### config.mk
export PLATFORM = sky130hd
export DESIGN_NAME = burst_read_ctrl
export DESIGN_NICKNAME = d
export VERILOG_FILES = /design/src/rtl/burst_read_ctrl.sv
export SDC_FILE = /design/constraint.sdc
export NUM_CORES = 1
export LEC_CHECK = 0
export CORE_MARGIN = 2
export CORE_UTILIZATION = 43
export CTS_CLUSTER_DIAMETER = 150
export DETAILED_ROUTE_END_ITERATION = 12
export GPL_TIMING_DRIVEN = 0
export PLACE_DENSITY = 0.72
export SYNTH_ARGS = -nofsm -noshare
export SYNTH_HDL_FRONTEND = slang
export SYNTH_SLANG_ARGS = --single-unit
### constraint.sdc
create_clock -name clk -period 1.85 [get_ports clk]
set_clock_uncertainty 0.15 [all_clocks]
set_input_delay 0.37 -clock clk [delete_from_list [all_inputs] [get_ports clk]]
set_output_delay 0.37 -clock clk [all_outputs]
set_load 0.02 [all_outputs]
### src/rtl/burst_read_ctrl.sv
// burst_read_ctrl: read-sequencing FSM for the Huffman encoder input path.
// A low HREADY seen in IDLE starts a burst of rd_len reads. Each read is
// preceded by WAIT_CYCLES counter-enable cycles, and a clear/done pulse
// closes the burst. abort cuts the burst short.
// Optional build macro BURST_READ_CTRL_PERF_EN adds two outputs:
// burst_cnt (saturating count of completed bursts) and abort_seen
// (sticky flag, set by any accepted abort).
module burst_read_ctrl #(
    parameter int NUM_READS   = 8,
    parameter int WAIT_CYCLES = 1,
    parameter int IDX_W       = (NUM_READS > 1) ? $clog2(NUM_READS) : 1
) (
    input  logic             clk,
    input  logic             reset,
    input  logic             HREADY,
    input  logic [IDX_W:0]   rd_len,
    input  logic             abort,
    output logic             enable,
    output logic             read_enable,
    output logic [IDX_W-1:0] rd_idx,
    output logic             clear,
    output logic             busy,
    output logic             done
`ifdef BURST_READ_CTRL_PERF_EN
    ,
    output logic [15:0]      burst_cnt,
    output logic             abort_seen
`endif
);

    localparam int WC_W = (WAIT_CYCLES > 1) ? $clog2(WAIT_CYCLES) : 1;
    localparam logic [WC_W-1:0] WC_LAST = WC_W'(WAIT_CYCLES - 1);
    localparam logic [IDX_W:0]  LEN_MAX = (IDX_W + 1)'(NUM_READS);

    typedef enum logic [1:0] {
        S_IDLE  = 2'd0,
        S_COUNT = 2'd1,
        S_READ  = 2'd2,
        S_CLEAN = 2'd3
    } state_t;

    state_t            r_state;
    logic [WC_W-1:0]   r_wait_cnt;
    logic [IDX_W-1:0]  r_rd_cnt;
    logic [IDX_W:0]    r_len_q;
    logic              r_enable;
    logic              r_read_en;
    logic [IDX_W-1:0]  r_rd_idx;
    logic              r_clear;
    logic              r_done;

    logic [IDX_W:0]    w_len;
    logic              w_last_read;
    logic              w_read_fire;

    // A length of 0, or one beyond the maximum, means a full-length burst.
    assign w_len       = (rd_len == '0 || rd_len > LEN_MAX) ? LEN_MAX : rd_len;
    assign w_last_read = ({1'b0, r_rd_cnt} == (r_len_q - 1'b1));
    // An abort arriving in READ cancels that cycle's strobe.
    assign w_read_fire = (r_state == S_READ) && !abort;

    // Sequencer: state transitions and outputs decoded from the current state.
    always_ff @(posedge clk or posedge reset) begin
        if (reset) begin
            r_state    <= S_IDLE;
            r_wait_cnt <= '0;
            r_rd_cnt   <= '0;
            r_len_q    <= LEN_MAX;
            r_enable   <= 1'b0;
            r_read_en  <= 1'b0;
            r_rd_idx   <= '0;
            r_clear    <= 1'b0;
            r_done     <= 1'b0;
        end else begin
            r_enable  <= (r_state == S_COUNT);
            r_read_en <= w_read_fire;
            r_clear   <= (r_state == S_CLEAN);
            r_done    <= (r_state == S_CLEAN);
            if (w_read_fire)
                r_rd_idx <= r_rd_cnt;

            case (r_state)
                S_IDLE: begin
                    if (!HREADY) begin
                        r_state    <= S_COUNT;
                        r_len_q    <= w_len;
                        r_wait_cnt <= '0;
                        r_rd_cnt   <= '0;
                    end
                end
                S_COUNT: begin
                    if (abort) begin
                        r_state <= S_CLEAN;
                    end else if (r_wait_cnt == WC_LAST) begin
                        r_state    <= S_READ;
                        r_wait_cnt <= '0;
                    end else begin
                        r_wait_cnt <= r_wait_cnt + 1'b1;
                    end
                end
                S_READ: begin
                    if (abort || w_last_read) begin
                        r_state <= S_CLEAN;
                    end else begin
                        r_rd_cnt <= r_rd_cnt + 1'b1;
                        r_state  <= S_COUNT;
                    end
                end
                S_CLEAN: begin
                    // The wait counter is also cleared here, because an
                    // abort taken in COUNT can leave it part-way.
                    r_state    <= S_IDLE;
                    r_rd_cnt   <= '0;
                    r_wait_cnt <= '0;
                end
                default: r_state <= S_IDLE;
            endcase
        end
    end

    assign enable      = r_enable;
    assign read_enable = r_read_en;
    assign rd_idx      = r_rd_idx;
    assign clear       = r_clear;
    assign done        = r_done;
    assign busy        = (r_state != S_IDLE);

`ifdef BURST_READ_CTRL_PERF_EN
    logic [15:0] r_burst_cnt;
    logic        r_abort_seen;

    // Count burst completions (aborted ones included), saturating at the top.
    always_ff @(posedge clk or posedge reset) begin
        if (reset)
            r_burst_cnt <= '0;
        else if (r_state == S_CLEAN && r_burst_cnt != 16'hFFFF)
            r_burst_cnt <= r_burst_cnt + 16'd1;
    end

    // Sticky record of any abort taken while a burst was running.
    always_ff @(posedge clk or posedge reset) begin
        if (reset)
            r_abort_seen <= 1'b0;
        else if (abort && (r_state == S_COUNT || r_state == S_READ))
            r_abort_seen <= 1'b1;
    end

    assign burst_cnt  = r_burst_cnt;
    assign abort_seen = r_abort_seen;
`endif

endmodule

==> results of run 1 <==
-- final cells by class --
class                      count  area (um^2)
buffer                         1         7.51
clock buffer                   4         26.3
fill                         147          673
inverter                       7         26.3
multi-input combinational     52          348
sequential                    15          379
tap                           17         21.3
timing repair buffer          20          189
-- metal layers --
| layer | vias up | wire length (um) | share of wire [%] |
|---|---|---|---|
| met5 | - | 0 | 0 |
| met2 | 17 | 707 | 52 |
| met3 | 2 | 67 | 4.9 |
| met1 | 297 | 579 | 42 |
| met4 | 0 | 14 | 1.0 |
| li1 | 308 | - | - |
-- per-stage QoR --
step / utilization [%] / hold WS [ns] / setup WS, ns / setup TNS [ns] / power, mW
floorplan: - / 0.121 / 0.0180 / 0 / 0.964
global placement: 54.8 / 0.314 / -0.0705 / -0.220 / 1.16
detailed placement: 54.8 / 0.316 / -0.0874 / -0.212 / 1.18
CTS: 57.7 / 0.314 / 0.00659 / 0 / 1.39
global route: 59.7 / 0.336 / -0.116 / -0.336 / 1.57
finish: 59.7 / 0.294 / 0.0220 / 0 / 1.45
-- worst min-delay path by stage --
stage | startpoint | to | slack [ns]
after floorplan | reset | done$_DFF_PP0_ | 0.12
after global placement | r_len_q[3]$_DFFE_PP1P_ | r_len_q[3]$_DFFE_PP1P_ | 0.31
after detailed placement | r_len_q[3]$_DFFE_PP1P_ | r_len_q[3]$_DFFE_PP1P_ | 0.32
after CTS | reset | r_rd_cnt[2]$_DFFE_PP0P_ | 0.31
after global routing | reset | enable$_DFF_PP0_ | 0.34
final | reset | r_rd_cnt[2]$_DFFE_PP0P_ | 0.29
-- synthesized netlist by cell type --
library cell,instances
sky130_fd_sc_hd__buf_4,1
sky130_fd_sc_hd__inv_1,7
sky130_fd_sc_hd__o21ai_0,5
sky130_fd_sc_hd__dfrtp_1,14
sky130_fd_sc_hd__a21boi_0,1
sky130_fd_sc_hd__mux2_2,3
sky130_fd_sc_hd__o211ai_1,1
sky130_fd_sc_hd__ha_1,2
sky130_fd_sc_hd__xor2_1,1
sky130_fd_sc_hd__nor2b_1,1
sky130_fd_sc_hd__nor4b_1,1
sky130_fd_sc_hd__and3b_2,1
sky130_fd_sc_hd__or3_1,2
sky130_fd_sc_hd__and2_1,1
sky130_fd_sc_hd__a21oi_1,1
sky130_fd_sc_hd__nand2b_1,2
sky130_fd_sc_hd__dfstp_2,1
sky130_fd_sc_hd__o21a_1,1
sky130_fd_sc_hd__o22ai_1,1
sky130_fd_sc_hd__xnor2_1,3
sky130_fd_sc_hd__nand2_1,8
sky130_fd_sc_hd__nor2_1,7
sky130_fd_sc_hd__o311ai_1,1
sky130_fd_sc_hd__o32ai_1,2
sky130_fd_sc_hd__nor3_1,4
sky130_fd_sc_hd__nand3b_1,3
-- where the power goes --
| group | switching (mW) | leakage, nW | total, mW | internal, mW |
|---|---|---|---|---|
| combinational | 0.353 | 0.246 | 0.706 | 0.354 |
| clock | 0.0989 | 0.0150 | 0.183 | 0.0836 |
| sequential | 0.103 | 0.193 | 0.558 | 0.456 |
-- flip-flops by register name, summed over array words and instances (netlist names) --
register and cells:
rd_idx 3, done 1, r_state 2, read_enable 1, r_len_q 4, enable 1, r_rd_cnt 3
-- timing repair --
| action | CTS | global route |
|---|---|---|
| hold buffers | 0 | 0 |
| pin swaps | 1 | 2 |
| resized for setup | 3 | 5 |
| setup endpoints to repair | 5 | 6 |
| buffers inserted | 2 | 3 |
-- kinds of logic (layout without fill, tap and decap cells) --
logic type | after synthesis | after routing | synth area share (%)
and+or+nand+nor | 30 | 30 | 20.8
muxes | 3 | 3 | 4.54
AOI/OAI and AO/OA | 13 | 13 | 11.4
DFF | 15 | 15 | 50.6
adders and majority gates | 2 | 2 | 3.36
xor gates and xnor gates | 4 | 4 | 4.71
buffers and inverters | 8 | 32 | 4.54
-- critical path, cell delays in order, from the launching register on --
cell and delay [ns]:
sky130_fd_sc_hd__dfrtp_1 0.39, sky130_fd_sc_hd__buf_4 0.14, sky130_fd_sc_hd__buf_4 0.13, sky130_fd_sc_hd__o21ai_0 0.17, sky130_fd_sc_hd__nor4b_2 0.32, sky130_fd_sc_hd__o21a_1 0.23, sky130_fd_sc_hd__buf_4 0.13, sky130_fd_sc_hd__o32ai_1 0.06
==> run summary, run 1 <==
Result of the run - completed
Met3 capacity usage during global routing - 3.97%
Total count of max-transition violations in the final report - 0
Worst Tran Pin Value - 0.562 ns
Nature of the critical path startpoint - flop
Number of H-tree branching levels - 1
Final #Nets - 110
Share of post-route cells with drive strength above 1 - 20.2%
Crit Reg-Reg Startpoint - r_len_q[0]$_DFFE_PP0P_
Fraction of post-synthesis cell area in the top cell type by area - 47.1%
Tmin final - 1.83 ns
Clock-pin slew on the worst setup and hold paths - 0.08 ns
Maximum vdd drop - 0.000632 V
Setup repair after global routing missed its margin - yes
Library cells used by synthesis - 26
Number of endpoints failing setup at the final stage - 0
Via count of the first global-routing pass - 567
Arrival time at the worst endpoint - 1.84 ns
Most heavily used metal layer in global routing - met2
Relative slew slack - 62.5%
TritonCTS buffer count - 3
DRC - 0
Warnings, synthesis - 0
Worst-case reg-to-reg path depth - 7
Placeable core area - 1670 um^2
Critical path launch point - r_len_q[0]$_DFFE_PP0P_
Maximum count of clock buffers along a single path - 2
Max-Cap Viols - 0
Clock sink count - 15
Starting utilization of the core area - 44.6%
Kind of path behind the tightest hold check - in -> async
Die width - 45.6 um
TritonRoute pass-1 iters - 4
TritonCTS clock tree - yes
Leading cell types in the layout, fill and taps excluded - 13 x sky130_fd_sc_hd__clkdlybuf4s50_1, 12 x sky130_fd_sc_hd__dfrtp_1, 8 x sky130_fd_sc_hd__nand2_1, 7 x sky130_fd_sc_hd__nor2_1
Area growth from synthesis to final layout - 33.9%
Leading cell type in the layout, fill and taps excluded - sky130_fd_sc_hd__clkdlybuf4s50_1
Synthesized net count - 85
Peak Freq - 0.547 GHz
# placed instances - 107
Mean cell area of the mapped netlist - 9.93 um^2
Post-detailed-route count of antenna-violating nets - 0
Endpoint of the lowest-slack register-to-register path - r_rd_cnt[1]$_DFFE_PP0P_
Design Area, Final - 997 um^2
Sequential-to-total area share from yosys stat - 50.6%
Critical path capture point - r_rd_cnt[1]$_DFFE_PP0P_
Count of state elements after synthesis - 15
Biggest fanout along the worst timing path - 3
Diode insertion count for antenna repair - 0
Biggest area consumer among synthesized cells - sky130_fd_sc_hd__dfrtp_1
Core Rows - 15
Critical path start-end classification - reg -> reg
Die extent in y - 45.6 um
GR Layer Usage met2 - 26.8%
Post-Route WL - 1.37 mm
Setup slack on the worst flop-to-flop path - 0.02 ns
Largest net degree at the start of global routing - 16
Total GRT Usage - 15.0%
GRT met1 Usage - 17.8%
Count of port buffers added during placement - 15
Global-route wire length before repair - 2.27 mm
Total grt overflow - 0
Largest cells by area after synthesis - sky130_fd_sc_hd__dfrtp_1 47%, sky130_fd_sc_hd__mux2_2 4.5%, sky130_fd_sc_hd__nand2_1 4.0%
Via count - 624
Wire length per cell after detailed routing - 11.8 um
Leakage power summed over all cells - 0.454 nW
Post-placement cell area - 916 um^2
Final worst-path cycle share - 98.8%
Die Footprint - 2080 um^2
Total power divided by cell area - 1450 nW/um^2
Post-detail-place hpwl - 974 um
Worst-skew pair later-pin latency - 0.28 ns
Critical path endpoint category - flop
Via-per-instance ratio - 5.38
Netlist Area Pre-Place - 744 um^2
Number of endpoints with negative hold slack in the final report - 0
Final non-filler cell total - 116
Req. time, crit path - 1.86 ns
Detailed router's first-iteration violation count - 7
Initial antenna violation count - 0
Total I/O pin count - 16
Buffer type at the clock tree root - sky130_fd_sc_hd__clkbuf_4
Placer congestion estimate - 0.686
Number of instances in the synthesized netlist - 75
Note: power is estimated with default switching activity, not from simulation.
==> inputs of run 2 (changes only) <==
GPL_ROUTABILITY_DRIVEN = 0   (was not set)
==> results of run 2 <==
No change in the layout: final DEF, timing and power equal those of run 1.
